<file path="src/rtl/mul_rr_arbiter.sv">
// mul_rr_arbiter
//   Round-robin front end that shares one sequential multiplier among
//   NUM_REQ requesters. Exactly one job is in flight at a time. A job moves
//   through four states: IDLE (arbitrate and accept), ISSUE (src handshake),
//   WAIT (dest handshake) and RESP (return the product to its owner).
//
// Ports
//   clk, rst                 clock; synchronous active-low reset
//   req_valid/req_ready      per-requester operand handshake (ready one-hot)
//   req_multiplicand/_mult.  packed operands, slice i = requester i
//   rsp_valid/rsp_ready      per-requester result handshake (valid one-hot)
//   rsp_product              shared signed result bus
//   mul_*                    exclusive connection to the multiplier
//   busy, grant_id           status: not-idle flag and current owner index
module mul_rr_arbiter #(
  parameter int MUL_WIDTH = 16,
  parameter int NUM_REQ   = 4,
  parameter int ID_W      = $clog2(NUM_REQ)
) (
  input  logic                         clk,
  input  logic                         rst,
  input  logic [NUM_REQ-1:0]           req_valid,
  output logic [NUM_REQ-1:0]           req_ready,
  input  logic [NUM_REQ*MUL_WIDTH-1:0] req_multiplicand,
  input  logic [NUM_REQ*MUL_WIDTH-1:0] req_multiplier,
  output logic [NUM_REQ-1:0]           rsp_valid,
  input  logic [NUM_REQ-1:0]           rsp_ready,
  output logic [2*MUL_WIDTH-1:0]       rsp_product,
  output logic [MUL_WIDTH-1:0]         mul_multiplicand,
  output logic [MUL_WIDTH-1:0]         mul_multiplier,
  output logic                         mul_src_valid,
  input  logic                         mul_src_ready,
  input  logic                         mul_dest_valid,
  output logic                         mul_dest_ready,
  input  logic [2*MUL_WIDTH-1:0]       mul_product,
  output logic                         busy,
  output logic [ID_W-1:0]              grant_id
);

  typedef enum logic [1:0] {
    IDLE  = 2'd0,
    ISSUE = 2'd1,
    WAIT  = 2'd2,
    RESP  = 2'd3
  } state_t;

  state_t          state;
  state_t          state_next;
  logic [ID_W-1:0] last;
  logic [ID_W-1:0] winner;
  logic            found;

  // Search from last+1 upward with wrap; the first valid requester wins.
  always_comb begin
    found  = 1'b0;
    winner = '0;
    for (int unsigned off = 1; off <= NUM_REQ; off++) begin
      int unsigned     idx;
      logic [ID_W-1:0] cand;
      idx  = (32'(last) + off) % NUM_REQ;
      cand = idx[ID_W-1:0];
      if (!found && req_valid[cand]) begin
        found  = 1'b1;
        winner = cand;
      end
    end
  end

  always_comb begin
    state_next = state;
    case (state)
      IDLE:    if (found)                state_next = ISSUE;
      ISSUE:   if (mul_src_ready)        state_next = WAIT;
      WAIT:    if (mul_dest_valid)       state_next = RESP;
      RESP:    if (rsp_ready[grant_id])  state_next = IDLE;
      default:                           state_next = IDLE;
    endcase
  end

  // Combinational handshake outputs are gated by rst so that every output
  // reads 0 while reset is held, even though requests may be pending.
  always_comb begin
    req_ready      = '0;
    rsp_valid      = '0;
    mul_dest_ready = 1'b0;
    if (rst) begin
      if (state == IDLE && found) req_ready[winner] = 1'b1;
      if (state == RESP)          rsp_valid[grant_id] = 1'b1;
      mul_dest_ready = (state == WAIT) && mul_dest_valid;
    end
  end

  // state is a register, so this is a registered valid.
  assign mul_src_valid = (state == ISSUE);
  assign busy          = (state != IDLE);

  always_ff @(posedge clk) begin
    if (!rst) begin
      state            <= IDLE;
      last             <= ID_W'(NUM_REQ - 1);
      grant_id         <= '0;
      mul_multiplicand <= '0;
      mul_multiplier   <= '0;
      rsp_product      <= '0;
    end else begin
      state <= state_next;
      if (state == IDLE && found) begin
        grant_id         <= winner;
        mul_multiplicand <= req_multiplicand[winner*MUL_WIDTH +: MUL_WIDTH];
        mul_multiplier   <= req_multiplier[winner*MUL_WIDTH +: MUL_WIDTH];
      end
      if (state == WAIT && mul_dest_valid) rsp_product <= mul_product;
      if (state == RESP && rsp_ready[grant_id]) last <= grant_id;
    end
  end

endmodule

</file>
<file path="config.mk">
export PLATFORM = sky130hd
export DESIGN_NAME = mul_rr_arbiter
export DESIGN_NICKNAME = d
export VERILOG_FILES = /design/src/rtl/mul_rr_arbiter.sv
export SDC_FILE = /design/constraint.sdc
export NUM_CORES = 1
export LEC_CHECK = 0
export CORE_MARGIN = 2
export CORE_UTILIZATION = 32
export DETAILED_ROUTE_END_ITERATION = 6
export GPL_TIMING_DRIVEN = 0
export PLACE_DENSITY = 0.78
export SLEW_MARGIN = 15
export SYNTH_ARGS = -nofsm -noshare
export SYNTH_HDL_FRONTEND = slang
export SYNTH_SLANG_ARGS = --single-unit
</file>
<file path="constraint.sdc">
create_clock -name clk -period 1.57 [get_ports clk]
set_input_delay 0.314 -clock clk [delete_from_list [all_inputs] [get_ports clk]]
set_output_delay 0.314 -clock clk [all_outputs]
set_load 0.02 [all_outputs]
</file>
## Word level (Yosys, flattened, before mapping)

Cells that the tools add are included.

- Input bits: 172
- Register bits after elaboration: 70
- Logic and storage cells: 73
- Output and inout bits: 77

- Order comparisons: 8
- Reductions and logical operators: 14
- Add/subtract/negate cells: 4
- Shift-type cells: 2
- Muxes and demuxes: 32
- Equal/unequal tests: 7

Operators by type and width:

| operator | number |
|---|---|
| $shiftx A64 B7 Y16 | 2 |
| $lt A2 B3 Y1 const B | 6 |
| $mux W2 | 8 |
| $mux W4 | 4 |
| $mux W1 | 12 |
| $bmux W1 S2 | 5 |
| $logic_and A1 B1 Y1 | 8 |
| $pmux W2 S4 | 1 |
| $ne A2 B2 Y1 const B | 3 |
| $add A2 B1 Y2 const B | 2 |
| $add A2 B2 Y2 const B | 2 |
| $demux W1 S2 | 2 |
| $eq A2 B2 Y1 const B | 2 |
| $ge A2 B1 Y1 const B | 2 |
| $reduce_and A4 Y1 | 1 |
| $logic_not A1 Y1 | 3 |
| $eq A2 B1 Y1 const B | 1 |
| $logic_not A2 Y1 | 1 |
| $ne A2 B1 Y1 const B | 1 |
| $reduce_bool A2 Y1 | 1 |

## Longest topological paths before layout

- Depth in word-level cells: 19
- Depth in mapped cells: 9
- Mapped depth without buffers: 7

## Worst setup path before layout

Ideal clock, no wire load.

- Path type: reg2out
- From: register last[0]
- To: output port req_ready[0]
- Setup slack: -0.271 ns
- Path buffers: 1
- Required time: 1.256 ns
- Stages on the path, launching flop included: 6
- Data arrival time: 1.527 ns
- Cell sequence: dfxtp_1 > and3b_1 > o31ai_1 > nand2_1 > clkbuf_1 > nor2_1

- Longest elaborated chain between the ends: 19
- Elaborated cells between the ends (all ways): 34
- Classes of those cells: add/sub (4); order compare (2); mux (20); reduce/logical (8)

RTL lines:

| item | line | RTL |
|---|---|---|
| from (decl) | 49 | `logic [ID_W-1:0] last;` |
| from (signal assigned) | 100 | `last <= ID_W'(NUM_REQ - 1);` |
| from (signal assigned) | 113 | `if (state == RESP && rsp_ready[grant_id]) last <= grant_id;` |
| $add A2 B1 Y2 | 60 | `idx = (32'(last) + off) % NUM_REQ;` |
| $bmux W1 S2 | 62 | `if (!found && req_valid[cand]) begin` |
| $mux W1 (not written as such) | 62 |  |
| $mux W1 | 62 |  |
| $logic_not A1 Y1 | 62 |  |
| $logic_and A1 B1 Y1 | 62 |  |
| $mux W1 | 62 |  |
| $logic_not A1 Y1 | 62 |  |
| [3 not listed] | -- |  |
| $logic_and A1 B1 Y1 | 62 |  |
| $mux W2 | 62 |  |
| $lt A2 B3 Y1 (not written as such) or $ge A2 B1 Y1 (tied branches) | 87 | `if (state == IDLE && found) req_ready[winner] = 1'b1;` |
| $logic_and A1 B1 Y1 (not written as such) | 87 |  |
| $mux W1 (not written as such) | 87 |  |
| $demux W1 S2 | 87 |  |
| $mux W4 * | 87 |  |
| $mux W4 * | 86 | `if (rst) begin` |
| to (decl) | 23 | `output logic [NUM_REQ-1:0] req_ready,` |

Every way passes the cells marked *; elsewhere a longest branch is shown, timed or not. The select of a mux whose other input is x is not followed.

## Final worst setup path

- From: register last[1]
- To: output port req_ready[3]

Same word-level chain as after synthesis.

==> summary by stage <==
STA
The period utilization is 131%. Based on the critical path, the design can be clocked at up to 485 MHz. The number of setup violations in the final report is 44.

The tightest hold path in the finished design has a slack of 0.460 ns. Setup repair after global routing could not meet its margin everywhere. Once routing completed, OpenROAD measured the worst setup slack at -0.492 ns. The clock period minus worst slack is 2.06 ns. The number of max-slew violations in the final report is 0. The total count of hold-check failures in the final report is 0. The worst slew margin relative to its limit is 67.3%.

The transition time at the pin with the least slew margin is 0.490 ns. The clock arrives with 0.00630 ns of skew.

Critical path
The arrival time at the worst endpoint is 1.75 ns. The maximum fanout encountered on the critical timing path is 7. The worst setup path is captured at an output pin. STA classifies the critical path startpoint as a flop.

The critical path required time is 1.26 ns. The critical path is of the flop to output pin type.

Global route
The number of global-route vias before repair is 4432. Global routing consumed, over all layers together, 23.6% of the routing resources. The first global-routing pass estimated 21600 um of wire. The total overflow left after global routing is 0. The initial antenna violation count is 0. Entering global routing, the biggest net connects 15 pins.

Layout
The share of cells above drive strength 1 is 24.2%. After routing the design area is 7440 sq um. The layout overhead on the synthesized area is 111%. The layout has 854 filler cells. The repair_antennas step left the layout with diodes totalling 0. The number of nets in the final layout is 883.

Power
The part of the power in the clock network is 17.2%. The maximum vdd drop is 548 uV. The total power per unit cell area is 1090 nW/um^2. After layout, the design draws a total of 0.00809 W. Of the total power, combinational logic draws 52.4%. Cell internal power was estimated by the tool at 0.00496 W. The net switching power is 0.00314 W. The register share of total power is 30.4%. Of the total power, the share spent switching nets is 38.8%.

The leakage power of the design is 3.20 nW.

Synth
Yosys attributes the largest share of cell area to sky130_fd_sc_hd__dfxtp_1, sky130_fd_sc_hd__mux2i_1, sky130_fd_sc_hd__nand2_1, sky130_fd_sc_hd__o221ai_1, sky130_fd_sc_hd__a21boi_0. The synthesized net count is 580. The fraction of post-synthesis cell area in the top cell type by area is 39.8%. Counting flops with a built-in enable in the synthesized netlist gives 0. The register bit total from synthesis is 70.

Dividing the synthesized area by the synthesized cell count gives 8.72 sq um. After synthesis the cells add up to 3520 sq um. The cell count after synthesis came out at 404. The number of warnings issued by yosys is 0. After synthesis, the share of flip-flops with an asynchronous set or reset is 0%. The portion of the post-synthesis area used by sequential elements is 39.8%. The number of different library cells used by synthesis comes to 38.

The library cell occupying the most area in the post-synthesis netlist is sky130_fd_sc_hd__dfxtp_1. The top flip-flop cell by instance count after synthesis is sky130_fd_sc_hd__dfxtp_1.

Placement
The post-placement cell area is 6270 sq um. Summed over all nets, the half-perimeter wirelength after detailed placement is 10300 um. The worst slack at placement is -1.46 ns. The number of buffers added on ports is 248.

At the end of routability-driven placement, the weighted congestion stood at 0.822.

Clocking
The root buffer cell is sky130_fd_sc_hd__clkbuf_8. The total CTS buffers is 9. Counting along the longest clock path gives a buffer depth of 2.

For the worst-skew pair, the clock arrives at the later sink with an insertion delay of 0.36 ns. The clock tree from TritonCTS is yes. The total number of H-tree levels is 3.

Clock tree synthesis found a total of 70 sinks. After clock tree synthesis, the clock-pin slew on the worst setup and hold paths is 0.08 ns.

Floorplanning
Measured along the y axis, the die boundary spans 109 um. The core region is 10800 sq um. The total number of placement rows is 38.

Pin placement for this block handled 249 I/O pins. The die area is 11900 sq um. The initial utilization of the core area, before any placement, comes to 32.6%. The horizontal extent of the die is 109 um.

Route
The post-route antenna net violation count is 0. For this block, wires on met1 add up to 5420 um. Summed over all nets, wire length on met2 after detailed routing comes to 7770 um.

The wire length after detailed routing is 14600 um. The ratio of routed vias to standard cells is 4.96. After detailed routing, the average wire length per cell comes to 17.1 um. After detailed routing, the number of remaining DRC violations is 0. The routed design uses 1060 um of met3 wire. The routed layout has 4223 vias. The highest metal layer carrying signal wires in the routed design is met4. The number of iterations in the first detailed-routing pass is 5. After the first detailed-routing iteration, the DRC count stood at 174.

Flow run
The max-cap check violation count is 0.

Hold path
The worst hold-check path type is flop to flop.

Outcome
The flow ran to the end, but the final reports show violations. The checks that failed: setup timing.
## cells in the mapped netlist (all sizes together) (2+ instances only)
cell type  instances
a21o               9
nor2b              2
mux2i             57
dfxtp             70
nand2            106
clkbuf            16
o21ai             10
buf               13
nand3             12
or2                2
nor3               3
o211ai            10
a21boi            17
a21oi             17
ha                 4
a211oi             2
inv                8
o221ai            23
nor2              13
## stage by stage
step                      util (%)  instances  TNS (ns)
final                         68.9        852    -13.61
after global routing          68.9        852    -16.78
after CTS                     66.3        844    -13.49
after detailed placement      58.1        792    -55.99
after global placement        58.1        792    -51.76
after floorplan                  -        404     -3.68
## placed cells by master (no fill, tap or decap), types with 2 or more instances in the layout
cell type,Yosys,layout
sky130_fd_sc_hd__a211oi_1,2,2
sky130_fd_sc_hd__a21boi_0,16,16
sky130_fd_sc_hd__a21o_1,9,9
sky130_fd_sc_hd__a21oi_1,17,16
sky130_fd_sc_hd__buf_12,0,12
sky130_fd_sc_hd__buf_16,0,4
sky130_fd_sc_hd__buf_4,3,24
sky130_fd_sc_hd__buf_6,3,25
sky130_fd_sc_hd__buf_8,1,4
sky130_fd_sc_hd__clkbuf_16,0,2
sky130_fd_sc_hd__clkbuf_2,0,8
sky130_fd_sc_hd__clkbuf_4,0,3
sky130_fd_sc_hd__clkbuf_8,0,10
sky130_fd_sc_hd__clkdlybuf4s50_1,0,166
sky130_fd_sc_hd__clkinv_4,0,2
sky130_fd_sc_hd__dfxtp_1,70,64
sky130_fd_sc_hd__dfxtp_2,0,3
sky130_fd_sc_hd__dfxtp_4,0,3
sky130_fd_sc_hd__dlygate4sd2_1,0,70
sky130_fd_sc_hd__ha_4,0,3
sky130_fd_sc_hd__inv_1,8,5
sky130_fd_sc_hd__inv_2,0,3
sky130_fd_sc_hd__inv_6,0,3
sky130_fd_sc_hd__mux2i_1,56,36
sky130_fd_sc_hd__mux2i_2,1,14
sky130_fd_sc_hd__mux2i_4,0,7
sky130_fd_sc_hd__nand2_1,106,102
sky130_fd_sc_hd__nand2_4,0,3
sky130_fd_sc_hd__nand3_1,12,11
sky130_fd_sc_hd__nor2_1,12,3
sky130_fd_sc_hd__nor2_4,1,9
sky130_fd_sc_hd__nor2b_4,1,2
sky130_fd_sc_hd__nor3_2,0,3
sky130_fd_sc_hd__o211ai_1,10,10
sky130_fd_sc_hd__o21ai_0,9,9
sky130_fd_sc_hd__o221ai_1,23,17
sky130_fd_sc_hd__o221ai_2,0,6
## flip-flops by register name (all words and copies together), names as in the netlist
| register | cells |
|---|---|
| rsp_product | 32 |
| mul_multiplicand | 16 |
| mul_multiplier | 16 |
| grant_id | 2 |
| last | 2 |
| state | 2 |
## cells by family (layout without fill, tap and decap cells)
family                     Yosys count  in the layout  share of synthesized area, %
adders and majority gates            4              4                          1.42
and+or+nand+nor                    141            141                          16.6
DFF                                 70             70                          39.8
buffers and inverters               37            345                          5.44
AOI/OAI and AO/OA                   94             94                          19.9
muxes                               58             58                          16.9
## power groups by stage
stage          clock [W]  combinational (W)  sequential [W]
2_1_floorplan          0            0.00134         0.00289
3_3_place_gp           0            0.00337         0.00245
3_5_place_dp           0            0.00343         0.00246
4_1_cts          0.00142            0.00392         0.00244
5_1_grt          0.00151            0.00451         0.00251
6_report         0.00139            0.00424         0.00246
## worst max-delay path, cell delays in order (launching register included)
cell                      delay [ns]
sky130_fd_sc_hd__dfxtp_4        0.44
sky130_fd_sc_hd__and3b_2        0.23
sky130_fd_sc_hd__o31ai_4        0.07
sky130_fd_sc_hd__or2_4          0.26
sky130_fd_sc_hd__buf_12         0.14
sky130_fd_sc_hd__nor2_4         0.12
sky130_fd_sc_hd__buf_6          0.13
## final cells by class
type	instances	area [sq um]	share of cell area (%)
multi-input cells	297	2350	31.5
inverters	8	30.0	0.404
flip-flops and latches	70	1420	19.0
well taps	140	175	2.36
clock inverters	7	56.3	0.757
repair buffers	296	2990	40.2
plain buffers	25	298	4.00
clock buffers	9	124	1.67
## routing by layer
layer / vias up / GRT usage, %
li1: 2044 / -
met1: 1976 / 26.0
met2: 178 / 41.5
met3: 25 / 7.47
met4: 0 / 10.4
met5: - / 0
## path summary, 6_finish.rpt
| path | startpoint | to | slack, ns | depth (start not counted) |
|---|---|---|---|---|
| worst max-delay path | last[1] | req_ready[3] | -0.49 | 6 |
| worst max register to register | last[1] | mul_multiplicand[7] | -0.45 | 10 |
| worst min-delay path | rsp_product[14] | rsp_product[14] | 0.46 | 2 |
| worst min register to register | rsp_product[14] | rsp_product[14] | 0.46 | 2 |
## what timing repair did
| item | CTS | global route |
|---|---|---|
| resized for setup | 235 | 65 |
| pin swaps | 20 | 26 |
| setup endpoints to repair | 143 | 78 |
| buffers inserted | 33 | 15 |
| cloned | 4 | 1 |
| hold buffers | 0 | 0 |
No activity file was read; power rests on OpenSTA's default activity.
